File: src/rtl/aes_spi_pkg.sv
// Shared types and constants for the AES SPI-master sequencer.
// Key-size encodings, sequencer states and the key-length lookup.
package aes_spi_pkg;

  localparam int MSG_BITS = 128;
  localparam int KEY_MAX  = 256;

  typedef enum logic [1:0] {
    SIZE_128 = 2'b00,
    SIZE_192 = 2'b01,
    SIZE_256 = 2'b10,
    SIZE_BAD = 2'b11
  } key_size_e;

  typedef enum logic [2:0] {
    IDLE,
    SETUP,
    SEND_MSG,
    SEND_KEY,
    WAIT,
    RECV,
    DONE
  } seq_state_e;

  function automatic logic [8:0] key_bits(input logic [1:0] size);
    case (size)
      SIZE_192: key_bits = 9'd192;
      SIZE_256: key_bits = 9'd256;
      default:  key_bits = 9'd128;
    endcase
  endfunction

endpackage

File: src/rtl/aes_spi_sequencer_sclk_gen.sv
// SCLK divider: DIV clocks low then DIV clocks high per period.
// Held at count 0 with sclk low whenever run is deasserted.
module sclk_gen #(
  parameter int DIV = 50
) (
  input  logic clk,
  input  logic reset,
  input  logic run,
  output logic sclk,
  output logic period_start,
  output logic rise
);

  localparam int CW = $clog2(2 * DIV);
  localparam logic [CW-1:0] RISE_AT = CW'(DIV - 1);
  localparam logic [CW-1:0] LAST    = CW'(2 * DIV - 1);

  logic [CW-1:0] cnt;

  always_ff @(posedge clk or posedge reset) begin
    if (reset) begin
      cnt  <= '0;
      sclk <= 1'b0;
    end else if (!run) begin
      cnt  <= '0;
      sclk <= 1'b0;
    end else if (cnt == LAST) begin
      cnt  <= '0;
      sclk <= 1'b0;
    end else begin
      cnt <= cnt + 1'b1;
      if (cnt == RISE_AT) sclk <= 1'b1;
    end
  end

  // period_start marks the clk at which sclk falls and the next period begins
  assign period_start = run && (cnt == LAST);
  assign rise         = run && (cnt == RISE_AT);

endmodule

File: src/rtl/aes_spi_sequencer.sv
// SPI-master sequencer: frames one AES job to the slave, waits the
// turnaround, shifts the 128-bit result back and compares it.
module aes_spi_sequencer
  import aes_spi_pkg::*;
#(
  parameter int DIV     = 50,
  parameter int LATENCY = 16
) (
  input  logic                 clk,
  input  logic                 reset,
  input  logic                 start,
  input  logic                 abort,
  input  logic                 mode,
  input  logic [1:0]           size,
  input  logic [MSG_BITS-1:0]  msg_in,
  input  logic [KEY_MAX-1:0]   key_in,
  input  logic [MSG_BITS-1:0]  expected,
  output logic                 busy,
  output logic                 done,
  output logic                 err,
  output logic                 match,
  output logic [MSG_BITS-1:0]  result,
  output logic                 sclk,
  output logic                 cs_n,
  output logic                 mosi,
  output logic                 spi_mode,
  input  logic                 miso
);

  seq_state_e state, state_nxt;

  logic [8:0]          bit_cnt;
  logic [8:0]          last_bit;
  logic                last;
  logic                accept;
  logic                reject;
  logic                run;
  logic                period_start;
  logic                rise;
  logic                mode_q;
  logic [1:0]          size_q;
  logic [MSG_BITS-1:0] msg_sr;
  logic [KEY_MAX-1:0]  key_sr;
  logic [MSG_BITS-1:0] expected_q;
  logic [MSG_BITS-1:0] result_sr;

  assign accept = (state == IDLE) && start && (size != SIZE_BAD);
  assign reject = (state == IDLE) && start && (size == SIZE_BAD);
  // Dropping run together with abort clears sclk on the same clk
  assign run    = (state != IDLE) && (state != DONE) && !abort;

  sclk_gen #(.DIV(DIV)) u_sclk_gen (
    .clk          (clk),
    .reset        (reset),
    .run          (run),
    .sclk         (sclk),
    .period_start (period_start),
    .rise         (rise)
  );

  always_comb begin
    last_bit = 9'd0;
    case (state)
      SEND_MSG: last_bit = 9'(MSG_BITS - 1);
      SEND_KEY: last_bit = key_bits(size_q) - 9'd1;
      WAIT:     last_bit = 9'(LATENCY - 1);
      RECV:     last_bit = 9'(MSG_BITS - 1);
      default:  last_bit = 9'd0;
    endcase
  end

  assign last = (bit_cnt == last_bit);

  always_ff @(posedge clk or posedge reset) begin
    if (reset) state <= IDLE;
    else       state <= state_nxt;
  end

  always_comb begin
    state_nxt = state;
    case (state)
      IDLE: if (accept) state_nxt = SETUP;
      DONE: state_nxt = IDLE;
      default: begin
        if (abort) begin
          state_nxt = IDLE;
        end else if (period_start && last) begin
          case (state)
            SETUP:    state_nxt = SEND_MSG;
            SEND_MSG: state_nxt = SEND_KEY;
            SEND_KEY: state_nxt = WAIT;
            WAIT:     state_nxt = RECV;
            RECV:     state_nxt = DONE;
            default:  state_nxt = IDLE;
          endcase
        end
      end
    endcase
  end

  always_comb begin
    busy = (state != IDLE) && (state != DONE);
    cs_n = !busy;
    done = (state == DONE);
    case (state)
      SEND_MSG: mosi = msg_sr[0];
      SEND_KEY: mosi = key_sr[0];
      default:  mosi = 1'b0;
    endcase
  end

  assign spi_mode = mode_q;

  // Bit counter restarts on every state change, so it never runs past a state length
  always_ff @(posedge clk or posedge reset) begin
    if (reset)                   bit_cnt <= '0;
    else if (state_nxt != state) bit_cnt <= '0;
    else if (period_start)       bit_cnt <= bit_cnt + 9'd1;
  end

  always_ff @(posedge clk or posedge reset) begin
    if (reset) begin
      mode_q     <= 1'b0;
      size_q     <= SIZE_128;
      msg_sr     <= '0;
      key_sr     <= '0;
      expected_q <= '0;
      result_sr  <= '0;
      result     <= '0;
      match      <= 1'b0;
      err        <= 1'b0;
    end else begin
      err <= reject;
      if (accept) begin
        mode_q     <= mode;
        size_q     <= size;
        msg_sr     <= msg_in;
        key_sr     <= key_in;
        expected_q <= expected;
      end else if (period_start && !abort) begin
        if (state == SEND_MSG) msg_sr <= msg_sr >> 1;
        if (state == SEND_KEY) key_sr <= key_sr >> 1;
      end
      if (rise && (state == RECV)) result_sr <= {miso, result_sr[MSG_BITS-1:1]};
      // Publish on entry to DONE so result and match are valid alongside done
      if ((state == RECV) && (state_nxt == DONE)) begin
        result <= result_sr;
        match  <= (result_sr == expected_q);
      end
    end
  end

endmodule

File: config.mk
export PLATFORM = sky130hd
export DESIGN_NAME = aes_spi_sequencer
export DESIGN_NICKNAME = d
export VERILOG_FILES = /design/src/rtl/aes_spi_pkg.sv /design/src/rtl/aes_spi_sequencer_sclk_gen.sv /design/src/rtl/aes_spi_sequencer.sv
export SDC_FILE = /design/constraint.sdc
export NUM_CORES = 2
export LEC_CHECK = 0
export CAP_MARGIN = 15
export CORE_ASPECT_RATIO = 1.25
export CORE_MARGIN = 2
export CORE_UTILIZATION = 35
export CTS_CLUSTER_SIZE = 14
export DETAILED_ROUTE_END_ITERATION = 10
export SYNTH_ARGS = -nofsm -noshare
export SYNTH_HDL_FRONTEND = slang
export SYNTH_HIERARCHICAL = 1
export SYNTH_SLANG_ARGS = --single-unit
File: constraint.sdc
create_clock -name clk -period 85.4 [get_ports clk]
set_clock_uncertainty 0.1 [all_clocks]
set_input_delay 17.08 -clock clk [delete_from_list [all_inputs] [get_ports clk]]
set_output_delay 17.08 -clock clk [all_outputs]
set_load 0.005 [all_outputs]
==> flow_metrics.tcl <==
set metrics [dict create \
    number_of_hold_repair_buffers_added_at_the_cts_stage 0 \
    cp.buffers_inverters 6 \
    area_of_the_core_um2 97200 \
    synth_area_per_cell_um2 9.18 \
    endpoint "key_sr[175]$_DFFE_PP0P_" \
    ys.warnings.count 6 \
    synthDominantCellAreaShare 0.580 \
    synth_seq_cells 793 \
    initial_core_util 0.352 \
    design.die.area_um2 100000 \
    gp_routability_congestion 0.868 \
    fin_nets 4779 \
    max_clock_freq_mhz 46.3 \
    final-hold-violation-count 0 \
    critical_path.max_fanout 265 \
    fraction_of_layout_cells_with_a_size_suffix_above_1 0.0785 \
    grtUsageTotal 0.211 \
    dpl-instance-area_um2 41700 \
    tritoncts "yes" \
    cp_common_cell "buf_4" \
    static-leakage-power_nw 20.7 \
    cp_top_family "buffers and inverters" \
    cells_after_synthesis 3725 \
    worst_setup_path_startpoint "abort" \
    clock_tree.htree_level_count 3 \
    worst-r2r-setup-slack_ns 79.53 \
    worst-path-stages 11 \
    worstPathArrival_ns 21.98 \
    synth.most_common_cell "nand2_1" \
    status "complete, no violations" \
    grt_pass1_wl_mm 165 \
    worst_hold_path_type "reg -> reg" \
    fin_ws_ns 63.79 \
    finalWorstPathRequiredPeriod_ns 21.61 \
    top_cells_by_area_synth "dfrtp_1 (58%), nand2_1 (16%), a31oi_1 (7.0%)" \
    drv_cap 0 \
    cp-end-kind "flip-flop" \
    numPortBuffers 655 \
    initialDrtViolationCount 2133 \
    synth_edf_count 0 \
    critical-path-slowest-cell "buf_4" \
    via_per_inst 4.91 \
    dominantRegCellSynth "dfrtp_1" \
    cts-resized-gates 0 \
    non_filler_cell_area_final_um2 44600 \
    fin_crit_sh 0.253 \
    antenna_found_initial 11 \
    path_class "in -> reg" \
    cts-root-to-sink-buffers 3 \
    transition_time_at_the_pin_with_the_least_slew_margin_ns 1.12 \
    post-dp-hpwl_mm 76.0 \
    max_slew_margin 0.251 \
    rr_endpoint "key_sr[175]$_DFFE_PP0P_" \
    detail_route.wl_per_cell_um 19.1 \
    rows 128 \
    timing.critical_path.required_ns 85.77 \
    totalWireLength_mm 107 \
    fin_tns_setup_ns 0 \
    critical_path_s_largest_stage_delay_ns 0.85 \
    detailed_routing_iterations_pass_1 5 \
    reg2reg_depth 13 \
    finalSetupViolations 0 \
    clock_transition_at_the_registers_of_the_reported_paths_ns 0.06 \
    netlist_top_cells_count "nand2_1 (1447), dfrtp_1 (793), nor2_1 (412)" \
    crit_chain "clkdlybuf4s50_1 > or2_2 > inv_1 > and2_1 > nand2b_1 > o21ai_4 > buf_4 > buf_4 > buf_12 > buf_4 > a31oi_1" \
    syn_to_final_growth_pct 30.4 \
    dieHeight_um 354 \
    antenna_violating_nets_post_route 0 \
    critical_path.startpoint_type "input port" \
    final.fill_count 9376 \
    synth_sequential_area_ratio 0.580 \
    grt_max_degree 266 \
    rsz0062_at_grt "false" \
    post-synth-top-area-cell "dfrtp_1" \
    drc 0 \
    netlist-cell-type-count 49 \
    worst_ir_drop_vdd_mv 0.0149 \
    syn_area_um2 34200 \
    fin_util 0.459 \
    detailroute.via_count 27600 \
    num_io_pins 656 \
    fp.dieW_um 284 \
    power.density_nw_per_um2 23.2 \
    tritoncts_num_sinks 793 \
    clock_insertion_delay_worst_skew_ns 0.65 \
    first_global_vias 27200 \
    postCtsSetupBuffers 0 \
    timing.rr.start "state[2]$_DFF_PP0_" \
    asyncSetResetFlopFracSynth 1.00 \
    mappedNetlistNets 4251 \
    dpl_worst_slack_ns 63.22 \
    timing_max_transition_violations_final 0 \
    cts_inserted_buffers 85 \
    cts_root_buffer "clkbuf_16" \
    grt_remaining_overflow 0 \
]
logic make-up after synthesis:
| logic type | share of synthesized area |
|---|---|
| adder cells (fa/ha/maj) | 0.00219 |
| AO/OA/AOI/OAI | 0.0790 |
| AND/OR/NAND/NOR | 0.220 |
| XOR/XNOR | 0.0348 |
| flip-flops | 0.580 |
| buffers and inverters | 0.0328 |
| multiplexers | 0.0513 |
layout by cell type, fill, tap and decap left out, drive strengths merged, types with 23 or more instances in the layout:
cell type,count
nand2,1447
nor2,412
nor4,25
inv,24
clkdlybuf4s50,655
xnor2,43
a31oi,384
dfrtp,793
mux2,154
buf,30
xor2,93
o21ai,23
clkbuf,120
how the worst min path moves through the flow:
stage | endpoint | cells past startpoint | slack, ns | start
2_1_floorplan | result_sr[4]$_DFFE_PP0P_ | 2 | 0.35 | result_sr[4]$_DFFE_PP0P_
3_3_place_gp | result[1]$_DFFE_PP0P_ | 2 | 0.35 | result[1]$_DFFE_PP0P_
3_5_place_dp | result[73]$_DFFE_PP0P_ | 2 | 0.35 | result[73]$_DFFE_PP0P_
4_1_cts | result[73]$_DFFE_PP0P_ | 2 | 0.37 | result[73]$_DFFE_PP0P_
5_1_grt | result[72]$_DFFE_PP0P_ | 2 | 0.38 | result[72]$_DFFE_PP0P_
6_report | result[61]$_DFFE_PP0P_ | 2 | 0.36 | result[61]$_DFFE_PP0P_
metal layers:
metal  vias up  wire (um)  part of all wire  global-route usage
li1      13300          -                 -                   -
met1     13400      45400              0.42               0.272
met2       792      52300              0.49               0.352
met3       142       5660             0.053              0.0372
met4         8       4040             0.038              0.0865
met5         -         49           0.00046                   0
flip-flops by register name, indices dropped and copies added (netlist names):
signal and flops:
spi_mode 1, result 128, match 1, state 3
expected_q 128, key_sr 256, u_sclk_gen/cnt 7, msg_sr 128
err 1, size_q 2, result_sr 128, bit_cnt 9
u_sclk_gen/sclk 1
final cells by class:
cell class,instances,area (um2),share of cell area
tap,1300,1630,0.0365
inverter,19,78.8,0.00177
sequential,793,19800,0.445
antenna,5,12.5,0.000281
multi-input combinational,2669,13300,0.298
timing repair buffer,685,6840,0.153
clock inverter,32,387,0.00867
clock buffer,120,2510,0.0563
where the power goes:
| group | leakage [nW] | switching [mW] | internal (mW) | total, mW |
|---|---|---|---|---|
| clock | 1.44 | 0.159 | 0.224 | 0.384 |
| combinational | 9.62 | 0.0949 | 0.0753 | 0.170 |
| sequential | 9.68 | 0.0390 | 0.442 | 0.481 |
tightest hold or removal path: cells and delay by family, from the launching register on:
| kind | cells | cell delay [ns] |
|---|---|---|
| DFF | 1 | 0.34 |
| and+or+nand+nor | 2 | 0.09 |
stage by stage:
step / std cells / hold slack (ns) / power [mW]
2_1_floorplan: 3725 / 0.350 / 0.592
3_3_place_gp: 5466 / 0.349 / 0.655
3_5_place_dp: 5466 / 0.355 / 0.660
4_1_cts: 5618 / 0.368 / 1.05
5_1_grt: 5623 / 0.383 / 1.09
6_report: 5623 / 0.363 / 1.03
Power figures use the tool's default switching activity.
